--- config.mk ---
export PLATFORM = sky130hd
export DESIGN_NAME = uart_rx
export DESIGN_NICKNAME = d
export VERILOG_FILES = /design/src/rtl/uart_pkg.sv /design/src/rtl/uart_rx_sync.sv /design/src/rtl/uart_rx.sv
export SDC_FILE = /design/constraint.sdc
export NUM_CORES = 1
export LEC_CHECK = 0
export ABC_AREA = 0
export CORE_ASPECT_RATIO = 0.9
export CORE_MARGIN = 4
export CORE_UTILIZATION = 47
export CTS_CLUSTER_SIZE = 28
export DETAILED_ROUTE_END_ITERATION = 10
export GPL_TIMING_DRIVEN = 0
export PLACE_DENSITY_LB_ADDON = 0.3
export SLEW_MARGIN = 15
export SYNTH_ARGS = -nofsm -noshare
export SYNTH_HDL_FRONTEND = slang
export SYNTH_SLANG_ARGS = --single-unit
--- constraint.sdc ---
create_clock -name clk -period 2.95 [get_ports clk]
set_input_delay 0.4425 -clock clk [delete_from_list [all_inputs] [get_ports clk]]
set_output_delay 0.4425 -clock clk [all_outputs]
set_load 0.02 [all_outputs]
--- src/rtl/uart_pkg.sv ---
// Shared UART definitions: frame width, default bit period and receiver FSM states.
package uart_pkg;
  localparam int DATA_BITS        = 8;
  localparam int CLKS_PER_BIT_DEF = 16;

  typedef enum logic [2:0] {
    IDLE,
    START,
    DATA,
    STOP,
    BREAK
  } rx_state_t;
endpackage

--- src/rtl/uart_rx_sync.sv ---
// Two-flop synchronizer for the asynchronous serial line; resets to the idle-high level.
module uart_rx_sync (
  input  logic clk,
  input  logic reset,
  input  logic d,
  output logic q
);
  logic s1;

  always_ff @(posedge clk) begin
    if (reset) begin
      s1 <= 1'b1;
      q  <= 1'b1;
    end else begin
      s1 <= d;
      q  <= s1;
    end
  end
endmodule

--- src/rtl/uart_rx.sv ---
// 8N1 UART receiver: mid-bit sampling FSM feeding a one-entry output register with valid/ready handshake.
module uart_rx
  import uart_pkg::*;
#(
  parameter int CLKS_PER_BIT = CLKS_PER_BIT_DEF
) (
  input  logic                 clk,
  input  logic                 reset,
  input  logic                 rx_pin,
  output logic [DATA_BITS-1:0] data,
  output logic                 data_valid,
  input  logic                 data_ready,
  output logic                 frame_err,
  output logic                 overrun
);
  localparam int CW = $clog2(CLKS_PER_BIT);
  localparam logic [CW-1:0] HALF_M1 = CW'(CLKS_PER_BIT / 2 - 1);
  localparam logic [CW-1:0] FULL_M1 = CW'(CLKS_PER_BIT - 1);

  logic                 rx_s;
  rx_state_t            state, state_n;
  logic [CW-1:0]        cyc, cyc_n;
  logic [2:0]           bit_cnt, bit_n;
  logic                 bits_done, bits_done_n;
  logic [DATA_BITS-1:0] shift, shift_n;
  logic                 byte_done, byte_done_n;
  logic                 ferr_n;

  uart_rx_sync u_sync (
    .clk   (clk),
    .reset (reset),
    .d     (rx_pin),
    .q     (rx_s)
  );

  always_ff @(posedge clk) begin
    if (reset) begin
      state     <= IDLE;
      cyc       <= '0;
      bit_cnt   <= '0;
      bits_done <= 1'b0;
      shift     <= '0;
      byte_done <= 1'b0;
      frame_err <= 1'b0;
    end else begin
      state     <= state_n;
      cyc       <= cyc_n;
      bit_cnt   <= bit_n;
      bits_done <= bits_done_n;
      shift     <= shift_n;
      byte_done <= byte_done_n;
      frame_err <= ferr_n;
    end
  end

  always_comb begin
    state_n     = state;
    cyc_n       = cyc;
    bit_n       = bit_cnt;
    bits_done_n = bits_done;
    shift_n     = shift;
    byte_done_n = 1'b0;
    ferr_n      = 1'b0;
    case (state)
      IDLE: begin
        cyc_n       = '0;
        bit_n       = '0;
        bits_done_n = 1'b0;
        if (!rx_s) state_n = START;
      end
      START: begin
        if (cyc == HALF_M1) begin
          cyc_n   = '0;
          state_n = rx_s ? IDLE : DATA;
        end else begin
          cyc_n = cyc + 1'b1;
        end
      end
      DATA: begin
        if (cyc == FULL_M1) begin
          cyc_n   = '0;
          shift_n = {rx_s, shift[DATA_BITS-1:1]};
          // Hold the bit counter at 7 on the last bit so it never wraps inside a frame.
          if (bit_cnt == 3'd7) begin
            bits_done_n = 1'b1;
            state_n     = STOP;
          end else begin
            bit_n = bit_cnt + 3'd1;
          end
        end else begin
          cyc_n = cyc + 1'b1;
        end
      end
      STOP: begin
        if (cyc == FULL_M1 && bits_done) begin
          cyc_n = '0;
          if (rx_s) begin
            byte_done_n = 1'b1;
            state_n     = IDLE;
          end else begin
            ferr_n  = 1'b1;
            state_n = BREAK;
          end
        end else begin
          cyc_n = cyc + 1'b1;
        end
      end
      BREAK: begin
        cyc_n = '0;
        if (rx_s) state_n = IDLE;
      end
      default: state_n = IDLE;
    endcase
  end

  // Output register: a simultaneous accept frees the slot for the byte completing this edge.
  always_ff @(posedge clk) begin
    if (reset) begin
      data       <= '0;
      data_valid <= 1'b0;
      overrun    <= 1'b0;
    end else begin
      overrun <= 1'b0;
      if (byte_done) begin
        if (!data_valid || data_ready) begin
          data       <= shift;
          data_valid <= 1'b1;
        end else begin
          overrun <= 1'b1;
        end
      end else if (data_valid && data_ready) begin
        data_valid <= 1'b0;
      end
    end
  end
endmodule

# [Yosys cells after proc, flatten, opt, wreduce, memory -nomap -nowiden]
# Index checks and enable logic that the tools add are counted.
# W data, S select, Z words.
[classes] add_sub_neg=2 multipliers=0 div=0 order_cmp=0 n_eq_ne=15 shift=0 n_mux=25 bitwise=3 reduce_logical=17
[ops] cell="$mux W3" n=9
[ops] cell="$pmux W4 S4" n=1
[ops] cell="$pmux W3 S5" n=1
[ops] cell="$mux W4" n=3
[ops] cell="$ne A2 B2 Y1 const B" n=6
[ops] cell="$mux W1" n=8
[ops] cell="$eq A3 B2 Y1 const B" n=2
[ops] cell="$eq A3 B3 Y1 const B" n=2
[ops] cell="$pmux W3 S2" n=1
[ops] cell="$reduce_and A2 Y1" n=3
[ops] cell="$reduce_and A3 Y1" n=2
[ops] cell="$reduce_and A6 Y1" n=1
[ops] cell="$add A4 B1 Y4 const B" n=1
[ops] cell="$eq A4 B3 Y1 const B" n=1
[ops] cell="$eq A4 B4 Y1 const B" n=1
[ops] cell="$ne A2 B1 Y1 const B" n=2
[ops] cell="$reduce_bool A2 Y1" n=2
[ops] cell="$reduce_bool A4 Y1" n=1
[ops] cell="$reduce_or A2 Y1" n=2
[ops] cell="$add A3 B1 Y3 const B" n=1
[ops] cell="$eq A3 B1 Y1 const B" n=1
[ops] cell="$logic_not A3 Y1" n=1
[ops] cell="$not A1 Y1" n=3
[ops] cell="$reduce_or A3 Y1" n=1
[ops] cell="5 further kinds" n=6
[totals] regBits=33 latchBits=0 ram_bits=0 romBits=0 inputBits=4 output_inout_bits=11 elab_cells=74 memories=0

# [Logic depth before layout (Yosys ltp)]
[logic_depth] ltp_word=4 mapped_depth=6 mapped_depth_nobuf=6

# [By module]
# Synthesis repeated with hierarchy kept, for this count alone.
[hier_totals] hier_cells=145 hier_area_um2=1398.8
[by_module_without_submodules] mod="uart_rx" instances=1 cells_each=141 area_each_um2=1346.3
[by_module_without_submodules] mod="uart_rx_sync" instances=1 cells_each=4 area_each_um2=52.6

# [Least setup slack after synthesis]
# OpenSTA, ideal clock, no wires.
[synth_path] path_kind="reg2reg" startpoint="register cyc[0]" endpoint="register state[0]" arrival_ns=1.342 path_slack_ns=1.537 stages_incl_launch_ff=6 cell_sequence="dfxtp_1 ha_1 nand3_1 a21oi_2 or4b_1 a21oi_1"
[synth_via] elab_chain_len=4 elab_cells_between_ends=7
[synth_lines] item="start: declaration" line_no="uart_rx.sv:22" rtl="logic [CW-1:0] cyc, cyc_n;"
[synth_lines] item="start signal: assignment" line_no="uart_rx.sv:47" rtl="cyc <= cyc_n;"
[synth_lines] item="$eq A4 B4 Y1" line_no="uart_rx.sv:80, uart_rx.sv:95"
[synth_lines] item="$logic_and A1 B1 Y1" line_no="uart_rx.sv:95" rtl="if (cyc == FULL_M1 && bits_done) begin"
[synth_lines] item="$ne A2 B2 Y1 (no line)"
[synth_lines] item="$reduce_and A6 Y1 (no line) (*)"
[synth_lines] item="end signal: assignment" line_no="uart_rx.sv:46" rtl="state <= state_n;"
[synth_lines] item="end: declaration" line_no="uart_rx.sv:21" rtl="rx_state_t state, state_n;"
# Every way passes the cells marked *; elsewhere a longest branch is shown, timed or not.
# A chain may end at the register's enable or synchronous reset.

# [Worst setup path after layout]
[layout_path] startpoint="register data_valid" endpoint="output data_valid"
[layout_lines] item="start: declaration" line_no="uart_rx.sv:11" rtl="output logic data_valid,"
[layout_lines] item="start signal: assignment" line_no="uart_rx.sv:120" rtl="data_valid <= 1'b0;"
[layout_lines] item="start signal: assignment" line_no="uart_rx.sv:127" rtl="data_valid <= 1'b1;"
[layout_lines] item="start signal: assignment" line_no="uart_rx.sv:132" rtl="data_valid <= 1'b0;"
# No word-level cell between the ends.

==> flow_metrics.py <==
metrics = {
    "synthesis": {
        "async_flop_share": 0,
        "ys_seq_elements": 33,
        "seq_area_frac_synth": 0.477,
        "synth_cell_types": 41,
        "avgSynthCellArea_um2": 9.81,
        "synthCells": 141,
        "dominantRegCellSynth": "dfxtp_1",
        "ys_warn_count": 0,
        "synthesis.area_mm2": 0.00138,
        "synth_edf_count": 0,
        "synth.net_count": 148,
    },
    "cells_and_area": {
        "final_common_cell": "dfxtp_1",
        "areaGrowthSynthToFinish_pct": 17.3,
        "final_nets": 169,
        "diodes": 0,
        "postLayoutCoreUtil": 0.581,
        "fillers": 255,
        "final_cell_mix": "dfxtp_1, nor2_1, mux2i_1",
        "final_cell_count_no_fill": 203,
        "layout-drive-gt1-share": 0.117,
        "postLayoutCellArea_mm2": 0.00162,
    },
    "placement": {
        "io_buffers": 14,
        "place_ws_ns": 0.887,
        "place_hpwl_um": 1860,
        "place_area_mm2": 0.00157,
        "place_inst": 195,
        "gp_congestion": 0.749,
    },
    "detailed_routing": {
        "drt-initial-drc-count": 54,
        "drcViolationCount": 0,
        "antenna_left": 0,
        "via_count": 1045,
        "routed_wl_um": 2620,
        "drtPass1Iterations": 4,
        "drt-wirelength-per-cell_um": 12.9,
        "vias_per_cell": 5.15,
    },
    "hold_path": {
        "hp-start": "u_sync.s1",
        "hp-class": "flip-flop to flip-flop",
        "min_path_cells": 1,
        "min_to": "u_sync.q",
    },
    "worst_setup_path": {
        "arrival_ns": 1.33,
        "crit_path_end_kind": "output pin",
        "critPathMaxFanout": 4,
        "rr_endpoint": "shift[2]",
        "rrSetupSlack_ns": 1.30,
        "worstPathCellList": "clkdlybuf4s50_1",
        "critPathBufInv": 1,
        "slowest_delay_ns": 0.62,
        "critPathSlowestCell": "clkdlybuf4s50_1",
        "required_ns": 2.51,
        "criticalPathCategory": "flip-flop to output pin",
        "reg2reg_depth": 5,
        "r2r_start": "cyc[0]",
        "cp-start-kind": "flip-flop",
        "cp_top_family": "buffers and inverters",
    },
    "timing": {
        "worst_pin_slew_ns": 0.561,
        "whs_ns": 0.418,
        "finalCritPeriodShare": 0.601,
        "fmax_mhz": 564,
        "maxSlewViolCount": 0,
        "timing.final.ws_setup_ns": 1.18,
        "tns_ns": 0,
        "rsz0062_at_grt": "false",
        "fin_skew_ns": 0.00456,
        "finalSetupViolCount": 0,
        "period_needed_ns": 1.77,
        "hold_viol": 0,
        "slew-limit-headroom": 0.626,
    },
    "floorplanning": {
        "ioPinCount": 15,
        "die_y_um": 59.5,
        "die_area_mm2": 0.00388,
        "fp.dieW_um": 65.2,
        "core-area_mm2": 0.00279,
        "start_util": 0.496,
        "rows": 18,
    },
    "power_and_ir_drop": {
        "p_per_area_mw_per_mm2": 437,
        "vdd_drop_max_uv": 251,
        "power_uw": 710,
        "switching_power_uw": 159,
        "p_sw_frac": 0.224,
        "seqPwrFrac": 0.632,
        "p_int_uw": 551,
        "p_clk_frac": 0.336,
        "p_comb_frac": 0.032,
        "p_leak_nw": 0.624,
    },
    "grt": {
        "overflow": 0,
        "grt_start_max_net_pins": 11,
        "antenna_found_initial": 0,
        "grt_pass1_wl_um": 4480,
        "first_global_vias": 1024,
        "grt_util_all_layers": 0.155,
    },
    "clock_network": {
        "cts_made_buffers": 5,
        "cts_tree": "done",
        "clock-root-buffer": "clkbuf_4",
        "cts_buffer_depth": 2,
        "post-cts-setup-buffers": 0,
        "h-tree-depth": 2,
        "cts.sinks": 33,
        "clk_pin_slew_ns": 0.09,
        "ctsResizeCount": 0,
        "ctsHoldBuffers": 0,
        "clk_latency_ns": 0.33,
    },
    "job": {
        "cap_violations": 0,
    },
    "run_status": {
        "outcome": "completed",
    },
}
==> synth_stat cells (2+ instances only) <==
| library cell | count | area (um2) |
|---|---|---|
| buf_6 | 2 | 22.5 |
| o21ai_0 | 3 | 15.0 |
| nand2_1 | 7 | 26.3 |
| o311ai_0 | 2 | 17.5 |
| a21oi_1 | 8 | 40.0 |
| dfxtp_1 | 33 | 661 |
| inv_1 | 5 | 18.8 |
| or4b_1 | 2 | 20.0 |
| nor2_1 | 23 | 86.3 |
| nor3_1 | 2 | 10.0 |
| clkbuf_1 | 2 | 7.51 |
| mux2i_1 | 16 | 160 |
| a211oi_1 | 3 | 22.5 |
| nand3_1 | 3 | 15.0 |
| ha_1 | 3 | 37.5 |
| or2_2 | 2 | 12.5 |
==> power groups by stage <==
| stage | clock network [mW] | registers [mW] | logic [mW] |
|---|---|---|---|
| 3_5_place_dp | 0 | 0.459 | 0.0228 |
| 5_1_grt | 0.268 | 0.449 | 0.0251 |
| 6_report | 0.238 | 0.449 | 0.0229 |
| 4_1_cts | 0.249 | 0.449 | 0.0228 |
| 3_3_place_gp | 0 | 0.459 | 0.0224 |
| 2_1_floorplan | 0 | 0.459 | 0.0138 |
==> per-layer routing <==
metal,wire [um],global-route usage
met1,1330,0.194
met2,1130,0.221
met3,94,0.0550
met4,71,0.107
met5,0,0
==> worst max-delay path by stage <==
stage,from,endpoint,slack (ns),cells past startpoint
6_report,data_valid,data_valid,1.18,1
3_3_place_gp,reset,data[2],0.90,4
2_1_floorplan,cyc[0],state[0],1.54,5
3_5_place_dp,reset,shift[0],0.89,4
4_1_cts,data_valid,data_valid,1.15,1
5_1_grt,data_valid,data_valid,1.11,1
==> final cells by class <==
cell class              instances  area, um2  area share
multi-input cells              96        658       0.406
repair buffers                 14        140      0.0864
well taps                      40       50.0      0.0308
inverters                       5       18.8      0.0116
plain buffers                   7       46.3      0.0285
clock buffers                   8       48.8      0.0301
flip-flops and latches         33        661       0.407
==> state kept, by name (all words and copies together) (netlist names), 3 cells and up <==
| signal | flops |
|---|---|
| cyc | 4 |
| state | 3 |
| bit_cnt | 3 |
| data | 8 |
| shift | 8 |
==> logic make-up (layout without fill, tap and decap cells) <==
family | after synthesis | count (layout) | share of synthesized area
muxes | 16 | 16 | 0.116
xor gates and xnor gates | 1 | 1 | 0.00633
and+or+nand+nor | 53 | 53 | 0.212
DFF | 33 | 33 | 0.477
AOI/OAI and AO/OA | 23 | 23 | 0.115
adders and majority gates | 3 | 3 | 0.0271
buffers and inverters | 12 | 34 | 0.0470
Note: power is estimated with default switching activity, not from simulation.
